## src/rtl/add8_shared_rr_sched.sv

```systemverilog
// Round-robin scheduler that time-shares one external 8-bit approximate adder between NREQ requesters.
// Optional approximation-error counter is built when ADD8_ERR_TRACK_EN is defined.
module add8_shared_rr_sched #(
   parameter int NREQ = 4,
   parameter int IDW  = 2,
   parameter int CNTW = 16
) (
   input  logic              clk,
   input  logic              rst_n,
   input  logic [NREQ-1:0]   req_valid,
   output logic [NREQ-1:0]   req_ready,
   input  logic [8*NREQ-1:0] req_a,
   input  logic [8*NREQ-1:0] req_b,
   output logic [7:0]        add_a,
   output logic [7:0]        add_b,
   input  logic [8:0]        add_o,
   output logic              rsp_valid,
   input  logic              rsp_ready,
   output logic [8:0]        rsp_sum,
   output logic [IDW-1:0]    rsp_id,
   output logic              busy,
   output logic [CNTW-1:0]   err_cnt
);

   // Occupancy state: bit 1 = operand stage valid, bit 0 = result stage valid.
   typedef enum logic [1:0] {
      EMPTY  = 2'b00,
      ONE_S1 = 2'b01,
      ONE_S0 = 2'b10,
      FULL   = 2'b11
   } occ_e;

   occ_e            state_q;
   occ_e            state_d;
   logic            s0_v;
   logic            s0_n;
   logic            rv_n;
   logic [IDW-1:0]  s0_id;
   logic [IDW-1:0]  ptr_q;
   logic [IDW-1:0]  gnt_id;
   logic [IDW-1:0]  scan_idx;
   logic [NREQ-1:0] grant;
   logic            gnt_any;
   logic            adv1;
   logic            can0;
   logic            stall;
   logic            hs;
   logic [7:0]      sel_a;
   logic [7:0]      sel_b;

   assign s0_v      = state_q[1];
   assign rsp_valid = state_q[0];
   assign busy      = (state_q != EMPTY);

   // Both stages full with the result not taken: nothing can move, no grants.
   assign stall     = (state_q == FULL) & ~rsp_ready;
   assign adv1      = s0_v & (~rsp_valid | rsp_ready);
   assign can0      = ~stall;
   assign req_ready = can0 ? grant : '0;
   assign hs        = can0 & gnt_any;

   always_comb begin
      grant    = '0;
      gnt_id   = '0;
      gnt_any  = 1'b0;
      scan_idx = '0;
      for (int k = 1; k <= NREQ; k++) begin
         scan_idx = IDW'((int'(ptr_q) + k) % NREQ);
         if (!gnt_any && req_valid[scan_idx]) begin
            gnt_any         = 1'b1;
            gnt_id          = scan_idx;
            grant[scan_idx] = 1'b1;
         end
      end
   end

   always_comb begin
      sel_a = '0;
      sel_b = '0;
      for (int i = 0; i < NREQ; i++) begin
         if (grant[i]) begin
            sel_a = req_a[8*i +: 8];
            sel_b = req_b[8*i +: 8];
         end
      end
   end

   always_comb begin
      s0_n = s0_v;
      rv_n = rsp_valid;
      if (hs) begin
         s0_n = 1'b1;
      end else if (adv1) begin
         s0_n = 1'b0;
      end
      if (adv1) begin
         rv_n = 1'b1;
      end else if (rsp_ready) begin
         rv_n = 1'b0;
      end
      state_d = occ_e'({s0_n, rv_n});
   end

   always_ff @(posedge clk or negedge rst_n) begin
      if (!rst_n) begin
         state_q <= EMPTY;
      end else begin
         state_q <= state_d;
      end
   end

   // Pointer starts at NREQ-1 so requester 0 wins the first scan after reset.
   always_ff @(posedge clk or negedge rst_n) begin
      if (!rst_n) begin
         add_a   <= '0;
         add_b   <= '0;
         s0_id   <= '0;
         ptr_q   <= IDW'(NREQ - 1);
         rsp_sum <= '0;
         rsp_id  <= '0;
      end else begin
         if (hs) begin
            add_a <= sel_a;
            add_b <= sel_b;
            s0_id <= gnt_id;
            ptr_q <= gnt_id;
         end
         if (adv1) begin
            rsp_sum <= add_o;
            rsp_id  <= s0_id;
         end
      end
   end

`ifdef ADD8_ERR_TRACK_EN
   logic [8:0] exact_sum;

   assign exact_sum = {1'b0, add_a} + {1'b0, add_b};

   always_ff @(posedge clk or negedge rst_n) begin
      if (!rst_n) begin
         err_cnt <= '0;
      end else if (adv1 && (add_o != exact_sum) && (err_cnt != {CNTW{1'b1}})) begin
         err_cnt <= err_cnt + 1'b1;
      end
   end
`else
   assign err_cnt = '0;
`endif

endmodule
```

## config.mk

```make
export PLATFORM = sky130hd
export DESIGN_NAME = add8_shared_rr_sched
export DESIGN_NICKNAME = d
export VERILOG_FILES = /design/src/rtl/add8_shared_rr_sched.sv
export SDC_FILE = /design/constraint.sdc
export NUM_CORES = 1
export LEC_CHECK = 0
export CORE_UTILIZATION = 50
export DETAILED_ROUTE_END_ITERATION = 7
export DONT_BUFFER_PORTS = 1
export PLACE_DENSITY = 0.74
export SLEW_MARGIN = 20
export SYNTH_ARGS = -nofsm -noshare
export SYNTH_HDL_FRONTEND = slang
export SYNTH_SLANG_ARGS = --single-unit
export TNS_END_PERCENT = 30
```

## constraint.sdc

```tcl
create_clock -name clk -period 9.6 [get_ports clk]
set_clock_uncertainty 0.2 [all_clocks]
set_input_delay 0 -clock clk [delete_from_list [all_inputs] [get_ports clk]]
set_output_delay 0 -clock clk [all_outputs]
set_load 0.005 [all_outputs]
```

# ---- Word-level counts from Yosys, hierarchy flattened
# Index checks and enable logic that the tools add are counted.
dict set report classes {
  add_sub_neg 4
  multipliers 0
  div 0
  order_cmp 8
  eq_ne 1
  shifts 0
  n_mux 41
  bitwise 10
  n_reduce_logical 13
}
# op n
set op_table {}
lappend op_table {{$mux 8} 8}
lappend op_table {{$mux 4} 5}
lappend op_table {{$mux 1} 16}
lappend op_table {{$lt 2x3->1 const B} 4}
lappend op_table {{$or 4x4->4} 3}
lappend op_table {{$bmux 1 s2} 4}
lappend op_table {{$demux 1 s2} 4}
lappend op_table {{$ge 2x1->1 const B} 4}
lappend op_table {{$mux 2} 4}
lappend op_table {{$logic_and 1x1->1} 7}
lappend op_table {{$reduce_bool 2->1} 3}
lappend op_table {{$add 2x1->2 const B} 2}
lappend op_table {{$add 2x2->2 const B} 2}
lappend op_table {{$and 1x1->1} 3}
lappend op_table {{$logic_not 1->1} 3}
lappend op_table {{$not 1->1} 3}
lappend op_table {{$eq 2x2->1 const B} 1}
lappend op_table {{$or 1x1->1} 1}
dict set report word_totals {
  regBits 33
  latchBits 0
  mem_bits_rw 0
  mem_bits_ro 0
  input_bits 80
  output_inout_bits 49
  elab_cells 85
  memories 0
}

# ---- Logic depth before layout (Yosys ltp)
dict set report depth {
  ltp_word 17
  mapped_depth 13
  ltp_nobuf 8
}

# ---- Worst setup path after synthesis
# Ideal clock, no wire load.
dict set report synth_path {
  path_kind {register to register}
  start {reg ptr_q[0]}
  end {reg add_a[0]}
  setup_ps 131
  arrival_ps 2894
  path_slack_ps 6375
  path_stages_with_launch 13
  n_path_buf 4
  cell_sequence {dfstp_2 > buf_6 > buf_2 > inv_1 > ha_1 > mux4_2 > nor2b_1 > a22oi_1 > and3_1 > buf_6 > buf_8 > a311oi_2 > o211ai_1}
}
dict set report synth_between {
  elab_chain_len 17
  elab_cells_between_ends 54
  cone_classes {4 x add/sub; 8 x order compare; 28 x mux; 4 x bitwise; 10 x reduce/logical}
}
# element line_no
set synth_rtl {}
lappend synth_rtl {{start, declared} 39} ;# logic [IDW-1:0] ptr_q;
lappend synth_rtl {{start signal, assigned} 118} ;# ptr_q <= IDW'(NREQ - 1);
lappend synth_rtl {{start signal, assigned} 126} ;# ptr_q <= gnt_id;
lappend synth_rtl {{branches (longest 17 deep; another with $lt 2x3->1)} -}
lappend synth_rtl {{end signal, assigned} 123} ;# add_a <= sel_a;
lappend synth_rtl {{end, declared} 14} ;# output logic [7:0] add_a,
# Several ways; the timed one is not identified. The select of a mux whose other input is x is not followed.
# A chain may end at the register's enable or synchronous reset.

# ---- Worst setup path after layout
dict set report layout_path {
  start {reg ptr_q[0]}
  end {reg add_b[5]}
}
dict set report layout_between {
  elab_chain_len 17
  elab_cells_between_ends 54
  cone_classes {4 x add/sub; 8 x order compare; 28 x mux; 4 x bitwise; 10 x reduce/logical}
}
# element line_no
set layout_rtl {}
lappend layout_rtl {{branches (longest 17 deep; another with $lt 2x3->1)} -}
lappend layout_rtl {{end signal, assigned} 124} ;# add_b <= sel_b;
lappend layout_rtl {{end, declared} 15} ;# output logic [7:0] add_b,
# Several ways; the timed one is not identified. The select of a mux whose other input is x is not followed.

==> impl_metrics.json <==
{
  "max_stage_delay_ns": 0.77,
  "reg2reg_from": "ptr_q[0]",
  "cp_max_fo": 21,
  "min_period_over_period_pct": 47.8,
  "root_buffer": "clkbuf_8",
  "tightestPinTransition_ns": 1.12,
  "cts_resized": 0,
  "switchingPower_mw": 0.449,
  "drive_gt1_share_pct": 13.1,
  "drv_cap": 0,
  "die_x_um": 73.0,
  "syn-cell-area_um2": 2520,
  "synth.distinct_cells": 48,
  "clock_path_buffers": 2,
  "slew_violations": 0,
  "grt_pass1_wl_um": 11200,
  "synth_flop_cell": "dfrtp_1",
  "vias_per_cell": 6.38,
  "rr_worst_depth": 9,
  "routabilityCongestion": 0.868,
  "synth-edff-count": 0,
  "yosysSeqAreaShare_pct": 32.8,
  "clock_latency_ns": 0.28,
  "post_cts_buffers": 0,
  "required_ns": 9.61,
  "setup_ws_ns": 5.01,
  "setup.worst_path.start": "ptr_q[0]",
  "wl_met1_um": 2970,
  "hpwl_um": 4880,
  "wl_met2_um": 3660,
  "rsz0062_at_grt": "no",
  "p_int_mw": 0.566,
  "leakage_nw": 1.27,
  "path_clk_slew_ns": 0.07,
  "initial_utilization_pct": 52.7,
  "wl_per_cell_um": 20.3,
  "yosys_warnings": 0,
  "hold_violations": 0,
  "grt-ovfl-total": 0,
  "cts-buffers-inserted": 5,
  "layout_common_cells": "47 x dlygate4sd3_1, 31 x dfrtp_1, 23 x o21ai_0",
  "clock-sinks": 33,
  "worstPathCellList": "inv_1, ha_1, mux4_2, a22oi_1, clkbuf_4, and3_1, a311oi_2, o211ai_1, dlygate4sd3_1",
  "cp_data_arrival_time_ns": 4.60,
  "postSynthCellCount": 278,
  "seq_power_share_pct": 24.6,
  "slew_headroom_pct": 25.1,
  "ant_nets": 0,
  "setup_tns_ns": 0,
  "final_util_pct": 63.6,
  "critical_path_buf_inv_count": 3,
  "final_common_cell": "dlygate4sd3_1",
  "nets": 399,
  "vias": 2419,
  "p_total_mw": 1.01,
  "endpoint_kind": "register",
  "cts_tree": "built",
  "async_flop_share_pct": 100,
  "grt_pass1_vias": 2249,
  "p_sw_share_pct": 44.2,
  "hold_depth": 4,
  "hold_class": "input pin to register",
  "grt_use_total_pct": 27.7,
  "comb_power_share_pct": 62.3,
  "io_pins": 129,
  "crit_slowest_cell": "dfstp_2",
  "highest_layer": "met4",
  "setup_viol": 0,
  "status": "finished, final reports clean",
  "dr_wl_met3_um": 830,
  "place_ws_ns": 5.45,
  "antenna_found_initial": 0,
  "path_depth": 9,
  "cp_top_family": "buffers and inverters",
  "avgSynthCellArea_um2": 9.07,
  "dr.pass1.iters": 5,
  "min-delay-start": "req_valid[1]",
  "yosys_register_bits": 33,
  "diodes": 0,
  "hold_slack_ns": 0.0300,
  "fmax_mhz": 218,
  "cts_max_level": 2,
  "timing.final.crit_period_ns": 4.59,
  "grt_max_degree": 32,
  "die_height_um": 73.0,
  "routed_wl_um": 7680,
  "rows": 25,
  "dieArea_um2": 5330,
  "drc": 0,
  "core_area_um2": 4790,
  "holdBufCountCts": 49,
  "portBuffers": 0,
  "critPathKind": "register to register",
  "synthToLayoutAreaGrowth_pct": 20.7,
  "ir_worst_vdd_uv": 217,
  "drt_iter0_markers": 164,
  "power.density_nw_per_um2": 333,
  "crit_path_start_kind": "register",
  "clkPwrFrac_pct": 13.2
}
-- logic make-up (layout without fill, tap and decap cells) --
group / Yosys count / in the layout / synth area share, %
AO/OA/AOI/OAI: 96 / 96 / 29.8
adder cells (fa/ha/maj): 8 / 8 / 3.97
buffers and inverters: 59 / 78 / 12.9
flip-flops: 33 / 33 / 32.8
multiplexers: 14 / 14 / 7.09
other: 1 / 16 / 0.149
AND/OR/NAND/NOR: 67 / 67 / 13.2
-- cells in the mapped netlist (all sizes together), types with 2 or more instances --
cell type / n / area (um2)
nor2b: 6 / 37.5
or3b: 2 / 17.5
inv: 20 / 75.1
a221o: 2 / 21.3
a22o: 3 / 26.3
dfrtp: 31 / 776
nand3b: 2 / 15.0
a2111oi: 2 / 36.3
clkbuf: 13 / 50.0
a21oi: 3 / 15.0
mux2: 11 / 124
a311oi: 16 / 196
dfstp: 2 / 52.6
o211ai: 16 / 120
nor2: 7 / 26.3
a21o: 4 / 30.0
nor3: 2 / 10.0
a31oi: 18 / 113
nand3: 18 / 90.1
ha: 8 / 100
buf: 26 / 201
nand2: 22 / 82.6
a221oi: 3 / 32.5
mux4: 2 / 45.0
or2: 3 / 18.8
o21ai: 24 / 120
-- metrics by stage --
stage | instances | instance area, um2
2_1_floorplan | 293 | 2580
3_3_place_gp | 321 | 2410
3_5_place_dp | 321 | 2410
4_1_cts | 378 | 3040
5_1_grt | 379 | 3050
6_report | 379 | 3050
-- state kept, by name, indices dropped and copies added, names as in the netlist --
signal and flops:
add_b 8, rsp_id 2, ptr_q 2, add_a 8, s0_id 2, rsp_sum 9, state_q 2
-- metal layers --
layer	track usage [%]	up-vias
li1	-	1064
met1	33.8	1162
met2	45.4	171
met3	9.53	22
met4	9.37	0
met5	0	-
-- final timing paths --
| path | endpoint | slack (ns) |
|---|---|---|
| max in group asynchronous | add_a[4] | 8.95 |
| worst max-delay path | add_b[5] | 5.01 |
| worst max register to register | add_b[5] | 5.01 |
| worst min register to register | s0_id[0] | 0.28 |
| worst min-delay path | ptr_q[1] | 0.03 |
| min in group asynchronous | add_b[3] | 0.09 |
-- worst reg2reg max path, cell delays in order (launching register included) --
cell	delay, ns
dfstp_2	0.77
inv_1	0.20
ha_1	0.42
mux4_2	0.39
a22oi_1	0.47
clkbuf_4	0.32
and3_1	0.68
a311oi_2	0.24
o211ai_1	0.24
dlygate4sd3_1	0.59
-- final cells by class --
type	instances	area, um2
Clock buffer	7	86.3
Multi-Input combinational cell	201	1420
Clock inverter	1	30.0
Tap cell	67	83.8
Fill cell	392	1740
Sequential cell	33	828
Inverter	20	75.1
Timing Repair Buffer	50	518
-- power groups by stage --
stage	Clock [mW]	Sequential [mW]	Combinational, mW
after floorplan	0	0.225	0.468
after global placement	0	0.248	0.486
after detailed placement	0	0.251	0.498
after CTS	0.134	0.248	0.597
after global routing	0.141	0.256	0.679
final	0.133	0.249	0.632
Power figures use the tool's default switching activity.
